File: src/rtl/bit_packer.sv
// bit_packer: assembles a qualified serial bit stream into WIDTH-bit words and
// queues them in a DEPTH-entry FIFO with a valid/ready handshake.
//
// Ports:
//   clk          in   single clock, rising edge
//   reset        in   asynchronous, active-high; clears all state
//   bit_in       in   serial data bit
//   bit_valid    in   bit_in is sampled on this edge when high
//   align        in   discard the partial word and restart the bit count
//   word_out     out  head-of-buffer word (0 when the buffer is empty)
//   word_valid   out  buffer not empty
//   word_ready   in   consumer accepts word_out this edge
//   overflow     out  sticky: a completed word was dropped
//   overflow_clr in   clears overflow (a coincident drop wins)
//   bit_count    out  bits held in the partial word
module bit_packer #(
  parameter int unsigned WIDTH     = 8,
  parameter int unsigned DEPTH     = 2,
  parameter bit          MSB_FIRST = 1'b1
) (
  input  logic                     clk,
  input  logic                     reset,
  input  logic                     bit_in,
  input  logic                     bit_valid,
  input  logic                     align,
  output logic [WIDTH-1:0]         word_out,
  output logic                     word_valid,
  input  logic                     word_ready,
  output logic                     overflow,
  input  logic                     overflow_clr,
  output logic [$clog2(WIDTH)-1:0] bit_count
);

  localparam int unsigned CntW = $clog2(WIDTH);
  localparam int unsigned PtrW = (DEPTH > 1) ? $clog2(DEPTH) : 1;
  localparam int unsigned OccW = $clog2(DEPTH + 1);

  localparam logic [CntW-1:0] LastBit  = CntW'(WIDTH - 1);
  localparam logic [PtrW-1:0] LastSlot = PtrW'(DEPTH - 1);
  localparam logic [OccW-1:0] FullOcc  = OccW'(DEPTH);

  // ---------------------------------------------------------------------------
  // Word assembly
  // ---------------------------------------------------------------------------
  logic [WIDTH-1:0] sr_q, sr_d;
  logic [CntW-1:0]  cnt_q, cnt_d;
  logic [WIDTH-1:0] shifted;
  logic [WIDTH-1:0] first_bit;
  logic             push;
  logic [WIDTH-1:0] push_word;

  always_comb begin
    if (MSB_FIRST) begin
      shifted   = {sr_q[WIDTH-2:0], bit_in};
      first_bit = {{(WIDTH-1){1'b0}}, bit_in};
    end else begin
      shifted   = {bit_in, sr_q[WIDTH-1:1]};
      first_bit = {bit_in, {(WIDTH-1){1'b0}}};
    end
  end

  always_comb begin
    sr_d      = sr_q;
    cnt_d     = cnt_q;
    push      = 1'b0;
    push_word = '0;
    if (align) begin
      // Align restarts the word; a simultaneous bit becomes its first bit, so
      // a completion can never happen on an align edge.
      if (bit_valid) begin
        sr_d  = first_bit;
        cnt_d = CntW'(1);
      end else begin
        sr_d  = '0;
        cnt_d = '0;
      end
    end else if (bit_valid) begin
      if (cnt_q == LastBit) begin
        push      = 1'b1;
        push_word = shifted;
        sr_d      = '0;
        cnt_d     = '0;
      end else begin
        sr_d  = shifted;
        cnt_d = cnt_q + CntW'(1);
      end
    end
  end

  always_ff @(posedge clk or posedge reset) begin
    if (reset) begin
      sr_q  <= '0;
      cnt_q <= '0;
    end else begin
      sr_q  <= sr_d;
      cnt_q <= cnt_d;
    end
  end

  // ---------------------------------------------------------------------------
  // Output FIFO
  // ---------------------------------------------------------------------------
  logic [WIDTH-1:0] mem_q [DEPTH];
  logic [PtrW-1:0]  wr_ptr_q, wr_ptr_d;
  logic [PtrW-1:0]  rd_ptr_q, rd_ptr_d;
  logic [OccW-1:0]  occ_q, occ_d;
  logic             ovf_q, ovf_d;
  logic             not_empty;
  logic             full;
  logic             pop;
  logic             accept;
  logic             drop;

  assign not_empty = (occ_q != '0);
  assign full      = (occ_q == FullOcc);
  assign pop       = not_empty & word_ready;
  // A pop on the same edge frees the slot, so a full buffer still accepts.
  assign accept    = push & (~full | pop);
  assign drop      = push & full & ~pop;

  always_comb begin
    wr_ptr_d = wr_ptr_q;
    rd_ptr_d = rd_ptr_q;
    occ_d    = occ_q;
    if (accept) begin
      wr_ptr_d = (wr_ptr_q == LastSlot) ? '0 : wr_ptr_q + PtrW'(1);
    end
    if (pop) begin
      rd_ptr_d = (rd_ptr_q == LastSlot) ? '0 : rd_ptr_q + PtrW'(1);
    end
    if (accept && !pop) begin
      occ_d = occ_q + OccW'(1);
    end else if (pop && !accept) begin
      occ_d = occ_q - OccW'(1);
    end
  end

  always_comb begin
    ovf_d = ovf_q;
    if (drop) begin
      ovf_d = 1'b1;
    end else if (overflow_clr) begin
      ovf_d = 1'b0;
    end
  end

  always_ff @(posedge clk or posedge reset) begin
    if (reset) begin
      wr_ptr_q <= '0;
      rd_ptr_q <= '0;
      occ_q    <= '0;
      ovf_q    <= 1'b0;
    end else begin
      wr_ptr_q <= wr_ptr_d;
      rd_ptr_q <= rd_ptr_d;
      occ_q    <= occ_d;
      ovf_q    <= ovf_d;
    end
  end

  always_ff @(posedge clk or posedge reset) begin
    if (reset) begin
      for (int i = 0; i < DEPTH; i++) begin
        mem_q[i] <= '0;
      end
    end else if (accept) begin
      mem_q[wr_ptr_q] <= push_word;
    end
  end

  // Outputs come straight from registered state.
  assign word_valid = not_empty;
  assign word_out   = not_empty ? mem_q[rd_ptr_q] : '0;
  assign overflow   = ovf_q;
  assign bit_count  = cnt_q;

endmodule

File: config.mk
export PLATFORM = sky130hd
export DESIGN_NAME = bit_packer
export DESIGN_NICKNAME = d
export VERILOG_FILES = /design/src/rtl/bit_packer.sv
export SDC_FILE = /design/constraint.sdc
export NUM_CORES = 1
export LEC_CHECK = 0
export CAP_MARGIN = 20
export CELL_PAD_IN_SITES_DETAIL_PLACEMENT = 0
export CELL_PAD_IN_SITES_GLOBAL_PLACEMENT = 1
export CORE_ASPECT_RATIO = 1.5
export CORE_MARGIN = 8
export CORE_UTILIZATION = 43
export DETAILED_ROUTE_END_ITERATION = 10
export GPL_ROUTABILITY_DRIVEN = 0
export PLACE_DENSITY_LB_ADDON = 0.1
export SYNTH_ARGS = -nofsm -noshare
export SYNTH_HDL_FRONTEND = slang
export SYNTH_SLANG_ARGS = --single-unit
File: constraint.sdc
create_clock -name clk -period 2 [get_ports clk]
set_input_delay 0.4 -clock clk [delete_from_list [all_inputs] [get_ports clk]]
set_output_delay 0.4 -clock clk [all_outputs]
set_load 0.1 [all_outputs]
==> metrics.md, run 1 <==
| Metric | Value |
|---|---|
| Area after DPL | 1924 um2 |
| Clk_lat worst skew | 0.28 ns |
| Die X | 63.62 um |
| Post-detailed-route DRC marker count | 0 |
| Total GRT Usage | 11.67% |
| Critical path startpoint category | register |
| Pins over their slew limit | 0 |
| H-tree levels | 2 |
| Syn. warnings | 0 |
| Design area | 2008 um2 |
| Die area | 5562 um2 |
| TritonCTS Buffers | 5 |
| PostCTS Resize Cnt | 0 |
| CP Capture Type | register |
| Crit path max-delay family | adder cells |
| Drt wl/cell | 14.92 um |
| Final hold violations | 0 |
| Area growth from synthesis to layout | 37.30% |
| Grt met1 use | 11.61% |
| Sequential share of the synthesized area | 53.04% |
| Final period utilization | 90.20% |
| Synthesized flop and latch total | 31 |
| CTS Root Cell | clkbuf_8 |
| Syn Nets | 128 |
| Half-perimeter wire length after placement | 2050 um |
| Minimum clock period | 1.804 ns |
| Critical path's slowest cell | dfrtp_4 |
| Initial Utilization | 44.08% |
| # diodes | 0 |
| Synth Area per Inst | 12.40 um2 |
| CTS Buffer Depth | 2 |
| Share of cells above drive strength 1 | 41.72% |
| WS Path Type | reg2reg |
| Critical Path RT | 2.20 ns |
| Met3 Track Usage GR | 4.768% |
| Leakage | 0.0009535 uW |
| Peak VDD IR | 0.7949 mV |
| Util after Layout | 60.52% |
| Worst Path Arrival | 2.01 ns |
| Cell Rows | 26 |
| WHS | 0.4884 ns |
| Remaining global-route overflow | 0 |
| Crit path cell chain | ha_4 > ha_4 > nand3b_1 > buf_4 > nor2_1 > ha_1 > xor2_1 > nor2_1 > xor2_1 |
| RSZ-0062 raised after global routing | false |
| Power Density | 838.9 nW/um2 |
| Pre-Repair DR Iteration Count | 4 |
| Routed Antenna Nets | 0 |
| Largest stage delay, worst path | 0.52 ns |
| Sink Count | 31 |
| Rel. slew slack | 73.46% |
| TritonCTS clock tree | yes |
| Filler cell count | 303 |
| Vias per cell | 5.031 |
| Postcts setup bufs | 0 |
| IO Count | 20 |
| Core Area | 3318 um2 |
| Final #Nets | 160 |
| Hold_buf cts | 0 |
| First-pass GRT wire length | 4947 um |
| Outcome | finished clean |
| IO Port Bufs | 19 |
| Synth unique cells | 24 |
| Initial antenna violation count | 0 |
| Fin Clk Skew | 0.004273 ns |
| Crit-path max FO | 4 |
| Final setup vio count | 0 |
| Vias in the first global route | 1,072 |
| Synth Cell Area | 1463 um2 |
| Setup TNS | 0 ns |
| Fmax achieved | 0.5543 GHz |
| Mapped Cells | 118 |
| Worst slew pin tran | 0.3981 ns |
| GR Util met2 | 20.28% |
| Min-delay worst type | in2async |
| Chip height | 87.43 um |
| Gr busiest metal | met2 |
| Critical path buffer and inverter count | 1 |
| WL final | 2879 um |
| Clock transition at the registers of the reported paths | 0.07 ns |
| Max cap viols | 0 |
| Vias | 971 |
| DRT iter0 DRCs | 25 |
| Largest net degree at the start of global routing | 32 |
[state kept, by name, summed over array words and instances, names as in the netlist]
signal	count
overflow	1
sr_q	7
mem_q	16
occ_q	2
wr_ptr_q	1
rd_ptr_q	1
bit_count	3
[final timing paths]
path / start / to / slack (ns) / depth (start not counted)
min in group clk: mem_q[15]$_DFFE_PP0P_ / mem_q[15]$_DFFE_PP0P_ / 0.51 / 1
hold / removal: reset / bit_count[0]$_DFFE_PP0P_ / 0.49 / 3
setup / recovery: bit_count[0]$_DFFE_PP0P_ / occ_q[1]$_DFFE_PP0P_ / 0.20 / 9
setup reg to reg: bit_count[0]$_DFFE_PP0P_ / occ_q[1]$_DFFE_PP0P_ / 0.20 / 9
max in group asynchronous: reset / bit_count[1]$_DFFE_PP0P_ / 1.18 / 3
hold reg to reg: mem_q[15]$_DFFE_PP0P_ / mem_q[15]$_DFFE_PP0P_ / 0.51 / 1
[metal layers]
layer,vias to the layer above,share of wire (%),wire length [um]
met3,5,4.6,131
met2,23,53,1533
li1,466,-,-
met4,0,1.3,38
met1,477,41,1176
met5,-,0,0
[cell families (layout without fill, tap and decap cells)]
logic type | count (synthesis) | after routing | share of synthesized area, %
flip-flops | 31 | 31 | 53.04
multiplexers | 26 | 26 | 21.22
XOR/XNOR | 5 | 5 | 2.995
AND/OR/NAND/NOR | 35 | 35 | 13.77
AO/OA/AOI/OAI | 10 | 10 | 3.764
adder cells (fa/ha/maj) | 3 | 3 | 2.567
buffers and inverters | 8 | 41 | 2.651
[worst register-to-register path, cell delays in order (launching register included)]
cell      delay [ns]
dfrtp_4         0.52
ha_4            0.18
ha_4            0.16
nand3b_1        0.09
buf_4           0.12
nor2_1          0.05
ha_1            0.20
xor2_1          0.14
nor2_1          0.12
xor2_1          0.16
[where the power goes]
part | switching [uW] | internal (uW) | total, uW
registers | 53.8 | 674 | 728
logic | 292 | 201 | 493
clock network | 227 | 237 | 464
[cells in the mapped netlist, drive strengths merged]
| library cell | instances | area [um2] |
|---|---|---|
| a32o | 1 | 10.01 |
| inv | 3 | 11.26 |
| or3b | 1 | 8.760 |
| a21oi | 6 | 30.03 |
| or2b | 1 | 7.510 |
| nand2b | 6 | 37.54 |
| clkbuf | 2 | 7.510 |
| nand2 | 2 | 7.510 |
| ha | 3 | 37.54 |
| xnor2 | 2 | 17.52 |
| mux2 | 16 | 210.2 |
| xor2 | 3 | 26.28 |
| mux2i | 10 | 100.1 |
| nand4b | 1 | 8.760 |
| dfrtp | 31 | 775.7 |
| nor3 | 1 | 10.01 |
| o21ai | 3 | 15.01 |
| buf | 3 | 20.01 |
| nor3b | 1 | 12.51 |
| nor2 | 15 | 56.30 |
| nand3b | 7 | 52.55 |
[per-stage QoR]
stage / setup WS, ns / instances / total power (uW)
floorplan: -0.06337 / 118 / 1062
global placement: 0.04423 / 185 / 1234
detailed placement: 0.02953 / 185 / 1246
CTS: 0.1699 / 193 / 1723
global route: 0.1211 / 193 / 1776
finish: 0.1960 / 193 / 1685
[cell usage in the layout (no fill, tap or decap), types with 2 or more instances in the layout]
cell / netlist / layout
nor2_2: 0 / 7
clkinv_2: 0 / 3
nand3b_1: 7 / 7
clkbuf_8: 0 / 5
xnor2_1: 2 / 2
clkdlybuf4s50_1: 0 / 6
xor2_1: 3 / 3
mux2i_1: 10 / 10
nand2_1: 2 / 2
mux2_2: 8 / 8
buf_12: 0 / 11
ha_4: 0 / 2
mux2_4: 8 / 8
inv_1: 3 / 3
o21ai_0: 3 / 3
buf_4: 0 / 13
dfrtp_4: 0 / 2
nand2b_1: 6 / 6
nor2_1: 15 / 7
a21oi_1: 6 / 6
dfrtp_1: 31 / 28
[final cells by class]
type,count,area (um2),share of cell area [%]
sequential,31,784.5,39.07
multi-input combinational,79,698.2,34.77
timing repair buffer,30,377.9,18.82
clock buffer,5,68.82,3.427
tap,42,52.55,2.617
clock inverter,3,15.01,0.7477
inverter,3,11.26,0.5607
No activity file was read; power rests on OpenSTA's default activity.
==> inputs of run 2 (changes only) <==
Settings changed: SETUP_SLACK_MARGIN from default to 0.2.
==> run 2 against run 1 <==
Against the previous run:
- die area did not move
- clock skew about the same
- non-clock buffer count increased by 5
- cell area is 6.7% higher
- cell count up 2.6%
- clock-buffer cell count rose by 3
- combinational power increased by 17%
- setup slack improved by 0.038 ns
- critical endpoint is now mem_q[2]$_DFFE_PP0P_
- highest routed layer unchanged
==> metrics.md, run 2 (synthesized netlist as in run 1, its figures left out) <==
| Metric | Value |
|---|---|
| Outcome | finished clean (unchanged) |
| First-pass GRT wire length | 5292 um (was 4947 um) |
| Cell Int Power | 1246 uW (was 1112 uW) |
| Hold_buf cts | 0 (unchanged) |
| # diodes | 0 (unchanged) |
| Pins over their slew limit | 0 (unchanged) |
| Minimum clock period | 1.766 ns (was 1.804 ns) |
| Post-detailed-route DRC marker count | 0 (unchanged) |
| Worst R2R Path Depth | 6 (was 9) |
| Design area | 2143 um2 (was 2008 um2) |
| Psw | 580.5 uW (was 572.4 uW) |
| R2R Path End | mem_q[2]$_DFFE_PP0P_ (was occ_q[1]$_DFFE_PP0P_) |
| Clk_lat worst skew | 0.28 ns (about the same) |
| Area growth from synthesis to layout | 46.54% (was 37.30%) |
| CTS Buffer Depth | 2 (unchanged) |
| Final hold violations | 0 (unchanged) |
| Die X | 63.62 um (unchanged) |
| Rel. slew slack | 65.86% (was 73.46%) |
| Share of cells above drive strength 1 | 45.51% (was 41.72%) |
| RSZ-0062 raised after global routing | true (was false) |
| Total GRT Usage | 12.35% (was 11.67%) |
| Final setup vio count | 0 (unchanged) |
| DRT iter0 DRCs | 13 (was 25) |
| Combinational power share | 31.5% (was 29.2%) |
| Final period utilization | 88.32% (was 90.20%) |
| Cell Rows | 26 (unchanged) |
| Worst Path Arrival | 1.93 ns (was 2.01 ns) |
| Min-delay worst type | in2async (unchanged) |
| Die area | 5562 um2 (unchanged) |
| Remaining global-route overflow | 0 (unchanged) |
| Drt wl/cell | 15.04 um (was 14.92 um) |
| Power Density | 852.1 nW/um2 (was 838.9 nW/um2) |
| Worst slew pin tran | 0.5068 ns (was 0.3981 ns) |
| Vias | 984 (was 971) |
| Core Area | 3318 um2 (unchanged) |
| Initial antenna violation count | 0 (unchanged) |
| Clock transition at the registers of the reported paths | 0.06 ns (was 0.07 ns) |
| IO Port Bufs | 19 (unchanged) |
| Max cap viols | 0 (unchanged) |
| Largest net degree at the start of global routing | 19 (was 32) |
| Flop pwr share | 39.8% (was 43.2%) |
| Chip height | 87.43 um (unchanged) |
| Sink Count | 31 (unchanged) |
| Vias per cell | 4.970 (was 5.031) |
| CP Capture Type | register (unchanged) |
| Start of the worst register-to-register path | bit_count[0]$_DFFE_PP0P_ (unchanged) |
| Most flop-heavy register | mem_q (unchanged) |
| Setup TNS | 0 ns (unchanged) |
| Highest-count cells in the layout ignoring fill and taps | dfrtp_1, mux2_4, buf_4, buf_12, mux2i_1 (was dfrtp_1, buf_4, buf_12, mux2i_1) |
| WL final | 2977 um (was 2879 um) |
| Switch share | 31.78% (was 33.97%) |
| Max reg flops | 16 (unchanged) |
| Peak VDD IR | 0.6447 mV (was 0.7949 mV) |
| Crit-path max FO | 8 (was 4) |
| Critical Path RT | 2.16 ns (was 2.20 ns) |
| Filler cell count | 282 (was 303) |
| Final #Nets | 165 (was 160) |
| Initial Utilization | 44.08% (unchanged) |
| R2R setup slack | 0.23 ns (was 0.20 ns) |
| Critical path startpoint category | register (unchanged) |
| Fin Clk Skew | 0.003894 ns (was 0.004273 ns) |
| Commonest non-fill, non-tap cell in the layout | dfrtp_1 (unchanged) |
| H-tree levels | 2 (unchanged) |
| Vias in the first global route | 1,103 (was 1,072) |
| TritonCTS clock tree | yes (unchanged) |
| Fmax achieved | 0.5661 GHz (was 0.5543 GHz) |
| Clock power frac | 28.8% (was 27.6%) |
| Routed Antenna Nets | 0 (unchanged) |
| TritonCTS Buffers | 5 (unchanged) |
| Half-perimeter wire length after placement | 2282 um (was 2050 um) |
| Leakage | 0.0009855 uW (was 0.0009535 uW) |
| CTS Root Cell | clkbuf_8 (unchanged) |
| Pre-Repair DR Iteration Count | 2 (was 4) |
| WS Path Type | reg2reg (unchanged) |
| Area after DPL | 1972 um2 (was 1924 um2) |
| IO Count | 20 (unchanged) |
run 2: final cells by class:
cell class | count | area (um2) | share of cell area [%]
inverter | 3 | 11.26 | 0.5254
multi-input combinational | 79 | 754.5 | 35.20
timing repair buffer | 35 | 439.2 | 20.49
clock buffer | 8 | 100.1 | 4.670
sequential | 31 | 785.8 | 36.66
tap | 42 | 52.55 | 2.452
run 2: through the flow:
step	setup slack (ns)	hold WS [ns]	power (uW)	util, %	std cells
6_report	0.2336	0.3811	1826	64.59	198
5_1_grt	0.1466	0.4126	1921	64.59	198
4_1_cts	0.2093	0.3866	1835	63.76	198
3_5_place_dp	0.02039	0.4907	1248	59.43	185
3_3_place_gp	0.04191	0.4851	1237	59.43	185
2_1_floorplan	-0.06337	0.4696	1067	-	118
run 2: power groups by stage:
stage / Sequential [uW] / Clock (uW) / Combinational (uW)
final: 726 / 525 / 575
after global routing: 732 / 575 / 614
after CTS: 722 / 546 / 567
after detailed placement: 746 / 0 / 502
after global placement: 742 / 0 / 495
after floorplan: 757 / 0 / 310
run 2: layer usage:
layer / vias to the layer above / track usage, % / routed length [um]
li1: 482 / - / -
met1: 479 / 12.50 / 1189
met2: 17 / 21.57 / 1600
met3: 6 / 4.768 / 132
met4: 0 / 6.110 / 55
met5: - / 0 / 0
run 2: worst max path at each step:
| stage | from | to | depth (start not counted) |
|---|---|---|---|
| CTS | bit_count[0]$_DFFE_PP0P_ | mem_q[2]$_DFFE_PP0P_ | 6 |
| global placement | align | mem_q[6]$_DFFE_PP0P_ | 5 |
| global route | bit_count[0]$_DFFE_PP0P_ | mem_q[2]$_DFFE_PP0P_ | 6 |
| detailed placement | align | mem_q[2]$_DFFE_PP0P_ | 5 |
| floorplan | rd_ptr_q$_DFFE_PP0P_ | word_out[1] | 3 |
| finish | bit_count[0]$_DFFE_PP0P_ | mem_q[2]$_DFFE_PP0P_ | 6 |
run 2: repair_timing:
item	CTS	global route
resized for setup	2	6
pin swaps	1	4
setup buffers	5	0
setup endpoints to repair	12	11
run 2: worst max-delay path, stage by stage, from the launching register on:
cell and delay, ns:
dfrtp_4 0.43, ha_4 0.14, ha_4 0.12, nand3b_1 0.10
or3b_1 0.39, buf_6 0.17, mux2_4 0.30
==> inputs of run 3 (changes only) <==
Settings changed: SETUP_SLACK_MARGIN 0.2 to default.
==> results of run 3 <==
Same layout as run 1: the final DEF is identical, and so are final timing and power.
